File: src/rtl/serial_arith_pkg.sv
// Shared state encoding for the sequential adder/subtractor family.
package serial_arith_pkg;

  // Encoding 2'd3 is unused; every FSM in the family treats it as IDLE.
  typedef enum logic [1:0] {
    ST_IDLE  = 2'd0,
    ST_SHIFT = 2'd1,
    ST_DONE  = 2'd2
  } state_t;

endpackage

File: src/rtl/full_subtractor.sv
// One-bit full subtractor cell: d = a - b - bin, with borrow-out.
module full_subtractor (
  input  logic a,
  input  logic b,
  input  logic bin,
  output logic d,
  output logic bout
);

  logic w_axb;

  // Borrow when a=0,b=1, or when a==b and a borrow is already pending.
  always_comb begin
    w_axb = a ^ b;
    d     = w_axb ^ bin;
    bout  = (~a & b) | (~w_axb & bin);
  end

endmodule

File: src/rtl/serial_subtractor.sv
// Bit-serial WIDTH-bit subtractor: diff = a - b - bin, LSB first, one bit
// per clock, using a single full-subtractor cell and a registered borrow.
module serial_subtractor
  import serial_arith_pkg::*;
#(
  parameter int WIDTH = 8
) (
  input  logic             clk,
  input  logic             rst,
  input  logic             start,
  input  logic [WIDTH-1:0] a,
  input  logic [WIDTH-1:0] b,
  input  logic             bin,
  output logic             busy,
  output logic             done,
  output logic [WIDTH-1:0] diff,
  output logic             bout
);

  localparam int             CW   = (WIDTH > 1) ? $clog2(WIDTH) : 1;
  localparam logic [CW-1:0]  LAST = CW'(WIDTH - 1);

  state_t           r_state, w_state_nxt;
  logic [WIDTH-1:0] r_ra, r_rb;
  // Upper WIDTH-1 result bits; the oldest bit falls out of the shift anyway.
  logic [WIDTH-2:0] r_acc;
  logic [WIDTH-1:0] r_diff;
  logic             r_br, r_bout;
  logic [CW-1:0]    r_cnt;

  logic             w_d, w_br_n;
  logic             w_idle, w_load, w_last;
  logic [WIDTH-1:0] w_acc_sh;

  full_subtractor u_cell (
    .a    (r_ra[0]),
    .b    (r_rb[0]),
    .bin  (r_br),
    .d    (w_d),
    .bout (w_br_n)
  );

  // Decode state: 2'd3 behaves exactly like IDLE.
  always_comb begin
    w_idle   = (r_state != ST_SHIFT) && (r_state != ST_DONE);
    w_load   = w_idle && start;
    w_last   = (r_state == ST_SHIFT) && (r_cnt == LAST);
    w_acc_sh = {w_d, r_acc};
  end

  // State register.
  always_ff @(posedge clk) begin
    if (rst) r_state <= ST_IDLE;
    else     r_state <= w_state_nxt;
  end

  // Next-state logic: IDLE -> SHIFT -> DONE -> IDLE.
  always_comb begin
    w_state_nxt = r_state;
    case (r_state)
      ST_IDLE:  if (start) w_state_nxt = ST_SHIFT;
      ST_SHIFT: if (r_cnt == LAST) w_state_nxt = ST_DONE;
      ST_DONE:  w_state_nxt = ST_IDLE;
      default:  w_state_nxt = start ? ST_SHIFT : ST_IDLE;
    endcase
  end

  // Operand shifting, accumulation and result capture.
  always_ff @(posedge clk) begin
    if (rst) begin
      r_ra   <= '0;
      r_rb   <= '0;
      r_acc  <= '0;
      r_br   <= 1'b0;
      r_cnt  <= '0;
      r_diff <= '0;
      r_bout <= 1'b0;
    end else if (w_load) begin
      r_ra  <= a;
      r_rb  <= b;
      r_br  <= bin;
      r_acc <= '0;
      r_cnt <= '0;
    end else if (r_state == ST_SHIFT) begin
      r_ra  <= r_ra >> 1;
      r_rb  <= r_rb >> 1;
      r_acc <= w_acc_sh[WIDTH-1:1];
      r_br  <= w_br_n;
      r_cnt <= r_cnt + CW'(1);
      if (w_last) begin
        r_diff <= w_acc_sh;
        r_bout <= w_br_n;
      end
    end
  end

  assign busy = !w_idle;
  assign done = (r_state == ST_DONE);
  assign diff = r_diff;
  assign bout = r_bout;

endmodule

File: config.mk
export PLATFORM = sky130hd
export DESIGN_NAME = serial_subtractor
export DESIGN_NICKNAME = d
export VERILOG_FILES = /design/src/rtl/serial_arith_pkg.sv /design/src/rtl/full_subtractor.sv /design/src/rtl/serial_subtractor.sv
export SDC_FILE = /design/constraint.sdc
export NUM_CORES = 1
export LEC_CHECK = 0
export CAP_MARGIN = 20
export CORE_MARGIN = 5
export CORE_UTILIZATION = 25
export CTS_CLUSTER_SIZE = 8
export DETAILED_ROUTE_END_ITERATION = 16
export GPL_TIMING_DRIVEN = 0
export PLACE_DENSITY_LB_ADDON = 0.05
export SLEW_MARGIN = 20
export SYNTH_ARGS = -nofsm -noshare
export SYNTH_HDL_FRONTEND = slang
export SYNTH_HIERARCHICAL = 1
export SYNTH_SLANG_ARGS = --single-unit
File: constraint.sdc
create_clock -name clk -period 2.81 [get_ports clk]
set_input_delay 0.562 -clock clk [delete_from_list [all_inputs] [get_ports clk]]
set_output_delay 0.562 -clock clk [all_outputs]
set_load 0.01 [all_outputs]
==> out/summary.md, run 1 <==
## Status
• status: completed

## Synth
• count of cell types in the netlist: 24
• top-area cell type share of the netlist area: 42.9%
• synth warn: 6
• library cell with the largest summed area after synthesis: sky130_fd_sc_hd__dfxtp_1
• share of flip-flops with an asynchronous set or reset after synthesis: 0%
• number of enable flip-flop cells after synthesis: 0
• Synth Flop Type: sky130_fd_sc_hd__dfxtp_1
• most instantiated library cell after synthesis: sky130_fd_sc_hd__dfxtp_1
• post-synth design cell area: 1770 sq um
• Synth area leaders: sky130_fd_sc_hd__dfxtp_1 43%, sky130_fd_sc_hd__mux2i_1 19%, sky130_fd_sc_hd__nand2b_1 7.4%, sky130_fd_sc_hd__a211oi_1 6.4%, sky130_fd_sc_hd__nor2_1 5.5%
• Syn Inst Count: 176
• Yosys reg bits: 38
• most used standard cells in the synthesized netlist: 38 x sky130_fd_sc_hd__dfxtp_1, 33 x sky130_fd_sc_hd__mux2i_1, 26 x sky130_fd_sc_hd__nor2_1
• Seq/Total Area, Yosys: 42.9%
• net count of the mapped netlist: 204
• synthesized area per cell: 10.1 sq um

## Setup path
• WP data required: 2250 ps
• CP max-delay cell: sky130_fd_sc_hd__clkdlybuf4s50_1
• kind of launch point of the worst setup path: flop
• Critical Path AT: 1620 ps
• kind of end point of the critical path: output port
• type of the worst setup path: reg2out
• sequence of cells on the critical path: inv_1 > ha_1 > clkdlybuf4s50_1
• crit-path max FO: 5
• largest stage delay on the critical path: 540 ps

## Cells and area
• layout filler cell count: 738
• number of nets in the layout: 240
• number of standard cells in the final layout excluding fillers: 309
• share of final-layout standard cells stronger than drive strength 1: 9.86%
• Area growth syn-to-layout: 28.5%
• number of diodes: 0

## Power
• areal power density over the cells: 517 nW/um^2
• standby leakage power: 0.824 nW
• maximum ir drop on the vdd rail: 187 uV

## Drt
• TritonRoute pass-1 iters: 4
• WL final: 3730 microns
• # DRC: 0
• remaining number of nets flagged by the antenna check after routing: 0
• WL per Instance: 12.1 microns
• vias per inst: 4.21
• First DRT Iteration DRCs: 21
• total number of vias: 1,301

## Timing
• setup TNS: 0 ps
• count of final setup violators: 0
• Max Clk Rate: 457 MHz
• final worst path period need: 2190 ps
• clock skew after layout: 9.69 ps
• count of final hold-check violations: 0
• worst-case headroom to the max-slew limit: 78.1%
• Period Utilization, post-route: 77.8%
• unrepaired setup endpoints after global routing: false
• Slew Limit Fails: 0
• transition time at the pin with the least slew margin: 329 ps

## Clock network
• clock insertion delay at the later pin of the skew report: 290 ps
• Clock Root Buffer: sky130_fd_sc_hd__clkbuf_8
• number of cells upsized or downsized after cts: 0
• Bufs on Longest Clock Path: 2
• clock transition at the registers of the reported paths: 80 ps
• cts hold-fix bufs: 0
• CTS tree: done
• number of clock sinks: 38
• H-tree Lvls: 2
• Inserted Clock Buffers: 5
• setup bufs post-CTS: 0

## Global routing
• wire length of the first global-routing pass: 6380 microns
• largest net degree at the start of global routing: 13
• All-Layer GR Usage: 9.30%
• vias in the first global route: 1,396
• global route total overflow: 0
• number of antenna violations at the first check in global routing: 0

## Placement
• weighted congestion reported at the end of routability-driven placement: 0.773
• hpwl dp: 2760 microns
• number of placed instances, taps included: 301
• number of port buffers: 29

## Floorplanning
• die outline height: 94.2 microns
• die area: 8870 sq um
• core footprint: 6830 sq um
• initial standard-cell utilization of the core: 25.9%
• die width: 94.2 microns
• number of placement rows: 30
• number of top-level pins: 31

## Min path
• kind of path behind the tightest hold check: reg2reg

## Run
• count of max-cap constraint violations: 0

-- final timing paths --
| path | startpoint | endpoint | slack (ps) | cells past startpoint |
|---|---|---|---|---|
| max | r_state[0] | busy | 620 | 3 |
| min reg2reg | diff[2] | diff[2] | 480 | 2 |
| min | diff[2] | diff[2] | 480 | 2 |
| max reg2reg | r_state[0] | r_ra[6] | 1100 | 7 |
-- area by class of cell --
type / instances / area (sq um) / share of cell area [%]
clock buffers: 6 / 82.6 / 3.63
repair buffers: 29 / 290 / 12.7
well taps: 96 / 120 / 5.27
plain buffers: 12 / 85.1 / 3.74
clock inverters: 2 / 12.5 / 0.549
flip-flops and latches: 38 / 761 / 33.4
inverters: 6 / 22.5 / 0.989
multi-input cells: 120 / 903 / 39.7
-- stage by stage --
stage                     util, %  instance area (sq um)  hold slack [ps]  setup WS (ps)  total power, mW
final                        33.3                   2280              478            623             1.18
after global placement       31.9                   2180              458            906            0.791
after detailed placement     31.9                   2180              464            867            0.794
after global routing         33.3                   2280              512            543             1.25
after CTS                    33.3                   2280              483            582             1.20
after floorplan                 -                   1770              451           1310            0.732
-- flip-flops by register name, summed over array words and instances (netlist names) --
register  cells
diff          8
r_cnt         3
r_ra          8
r_rb          8
r_state       2
r_br          1
r_acc         7
bout          1
-- critical path, delay by kind of cell, from the launching register on --
family | cells | cell delay [ps]
flops | 1 | 410
buf+inv | 2 | 630
fa+ha+maj | 1 | 300
-- power by group --
group | internal [mW] | switching [mW]
sequential | 0.567 | 0.0168
clock | 0.197 | 0.201
combinational | 0.102 | 0.0935
total | 0.866 | 0.312
-- layout by cell type, fill, tap and decap left out, drive strengths merged --
master         netlist  layout
dfxtp               38      38
clkinvlp             0       1
mux2i               33      33
nand3                1       1
xnor2                1       1
nor3                 1       1
a211oi              15      15
clkbuf               1       7
buf                 11      11
nor2b                1       1
nand2b              21      21
fa                   1       1
clkinv               0       1
and2b                1       1
nor2                27      27
o21ai                1       1
inv                  6       6
nand3b               2       2
a21oi                5       5
ha                   7       7
nand2                2       2
clkdlybuf4s50        0      29
or3                  1       1
-- metal layers --
layer  part of all wire [%]  routed length, microns  GRT usage (%)
met4                    2.5                      93           4.45
met5                      0                       0              0
met2                     48                    1770           15.4
met3                    4.7                     174           3.21
met1                     45                    1690           10.6
-- kinds of logic (layout without fill, tap and decap cells) --
group	after synthesis	in the layout	synth area share (%)
xor gates and xnor gates	1	1	0.494
and+or+nand+nor	57	57	17.7
AOI/OAI and AO/OA	21	21	8.05
muxes	33	33	18.6
DFF	38	38	42.9
adders and majority gates	8	8	6.07
buffers and inverters	18	55	6.07
(Power assumes the default switching activity.)
==> inputs of run 2 (changes only) <==
==> constraint.sdc (replaced) <==
create_clock -name clk -period 2 [get_ports clk]
set_input_delay 0.4 -clock clk [delete_from_list [all_inputs] [get_ports clk]]
set_output_delay 0.4 -clock clk [all_outputs]
set_load 0.01 [all_outputs]
==> out/summary.md, run 2 (synthesis gave the netlist of run 1 again) <==
## Clock network
• cts hold-fix bufs: 0
• Bufs on Longest Clock Path: 2
• Inserted Clock Buffers: 5
• number of clock sinks: 38
• clock insertion delay at the later pin of the skew report: 290 ps
• CTS tree: done
• H-tree Lvls: 2
• Clock Root Buffer: sky130_fd_sc_hd__clkbuf_8
• clock transition at the registers of the reported paths: 80 ps

## Global routing
• global route total overflow: 0
• All-Layer GR Usage: 9.33%
• number of antenna violations at the first check in global routing: 0
• largest net degree at the start of global routing: 13
• vias in the first global route: 1,398
• wire length of the first global-routing pass: 6400 microns

## Drt
• # DRC: 0
• vias per inst: 4.21
• TritonRoute pass-1 iters: 4
• total number of vias: 1,300
• WL final: 3740 microns
• remaining number of nets flagged by the antenna check after routing: 0
• First DRT Iteration DRCs: 18
• WL per Instance: 12.1 microns

## Placement
• hpwl dp: 2760 microns
• weighted congestion reported at the end of routability-driven placement: 0.773
• number of placed instances, taps included: 301
• number of port buffers: 29

## Floorplanning
• die width: 94.2 microns
• die outline height: 94.2 microns
• die area: 8870 sq um
• number of top-level pins: 31
• initial standard-cell utilization of the core: 25.9%
• core footprint: 6830 sq um
• number of placement rows: 30

## Cells and area
• leading cell type in the layout, fill and taps excluded: sky130_fd_sc_hd__dfxtp_1
• number of standard cells in the final layout excluding fillers: 309
• layout filler cell count: 740
• Area growth syn-to-layout: 28.8%
• commonest cells after routing, fill and taps aside: 36 x sky130_fd_sc_hd__dfxtp_1, 33 x sky130_fd_sc_hd__mux2i_1, 28 x sky130_fd_sc_hd__clkdlybuf4s50_1, 26 x sky130_fd_sc_hd__nor2_1, 21 x sky130_fd_sc_hd__nand2b_1
• number of diodes: 0
• share of final-layout standard cells stronger than drive strength 1: 10.8%
• number of nets in the layout: 240

## Setup path
• kind of end point of the critical path: output port
• type of the worst setup path: reg2out
• Critical Path AT: 1390 ps
• crit-path max FO: 5
• WP data required: 1600 ps
• kind of launch point of the worst setup path: flop
• worst reg-to-reg setup slack: 350 ps

## Timing
• setup TNS: 0 ps
• Slew Limit Fails: 0
• clock skew after layout: 9.69 ps
• transition time at the pin with the least slew margin: 329 ps
• unrepaired setup endpoints after global routing: false
• worst-case headroom to the max-slew limit: 78.1%
• Max Clk Rate: 559 MHz
• final worst path period need: 1790 ps
• Period Utilization, post-route: 89.4%
• count of final setup violators: 0
• Worst Hold Margin: 478 ps
• count of final hold-check violations: 0

## Run
• count of max-cap constraint violations: 0

## Status
• status: completed

## Min path
• kind of path behind the tightest hold check: reg2reg

## Power
• maximum ir drop on the vdd rail: 263 uV
• Design Power: 1.65 mW
• standby leakage power: 0.840 nW
• areal power density over the cells: 725 nW/um^2

run 2: cell count changes in the layout (fill, tap and decap cells not counted), sizes merged:
| cell | before | now |
|---|---|---|
| dlymetal6s2s | 0 | 1 |
| clkdlybuf4s50 | 29 | 28 |
run 2: power by group:
part | switching, mW | total, mW | internal, mW
combinational | 0.131 | 0.274 | 0.142
clock | 0.283 | 0.560 | 0.277
sequential | 0.0238 | 0.821 | 0.797
run 2: repair_timing:
action	in CTS	in global routing
endpoints found under the hold margin	0	0
buffers inserted	0	0
endpoints found under the setup margin	1	1
gates resized for setup	2	1
run 2: cell type report:
type	count	area [sq um]	area share, %
plain buffers	12	85.1	3.73
clock buffers	6	82.6	3.62
clock inverters	2	12.5	0.548
inverters	6	22.5	0.987
multi-input cells	120	903	39.6
flip-flops and latches	38	763	33.4
well taps	96	120	5.26
repair buffers	29	293	12.8
run 2: final timing paths:
path                                  from       to  depth (start not counted)
worst max register to register  r_state[1]  r_ra[6]                          7
worst min register to register     diff[2]  diff[2]                          2
worst max-delay path            r_state[0]     done                          3
worst min-delay path               diff[2]  diff[2]                          2
run 2: per-stage QoR:
stage / utilization, % / setup slack (ps) / cell area (sq um)
2_1_floorplan: - / 504 / 1770
4_1_cts: 33.4 / 4.83 / 2280
3_3_place_gp: 31.9 / 258 / 2180
5_1_grt: 33.4 / 138 / 2280
3_5_place_dp: 31.9 / 219 / 2180
6_report: 33.4 / 211 / 2280
run 2: layer usage:
layer  wire, microns  vias to the layer above  global-route usage, %
met4              93                        0                   4.45
met1            1690                      596                   10.6
met3             170                        8                   3.21
li1                -                      671                      -
met2            1780                       25                   15.5
met5               0                        -                      0
run 2: worst max-delay path: stages (launching register included):
cell	delay, ps
sky130_fd_sc_hd__dfxtp_2	370
sky130_fd_sc_hd__inv_1	70
sky130_fd_sc_hd__ha_1	190
sky130_fd_sc_hd__clkdlybuf4s50_1	470
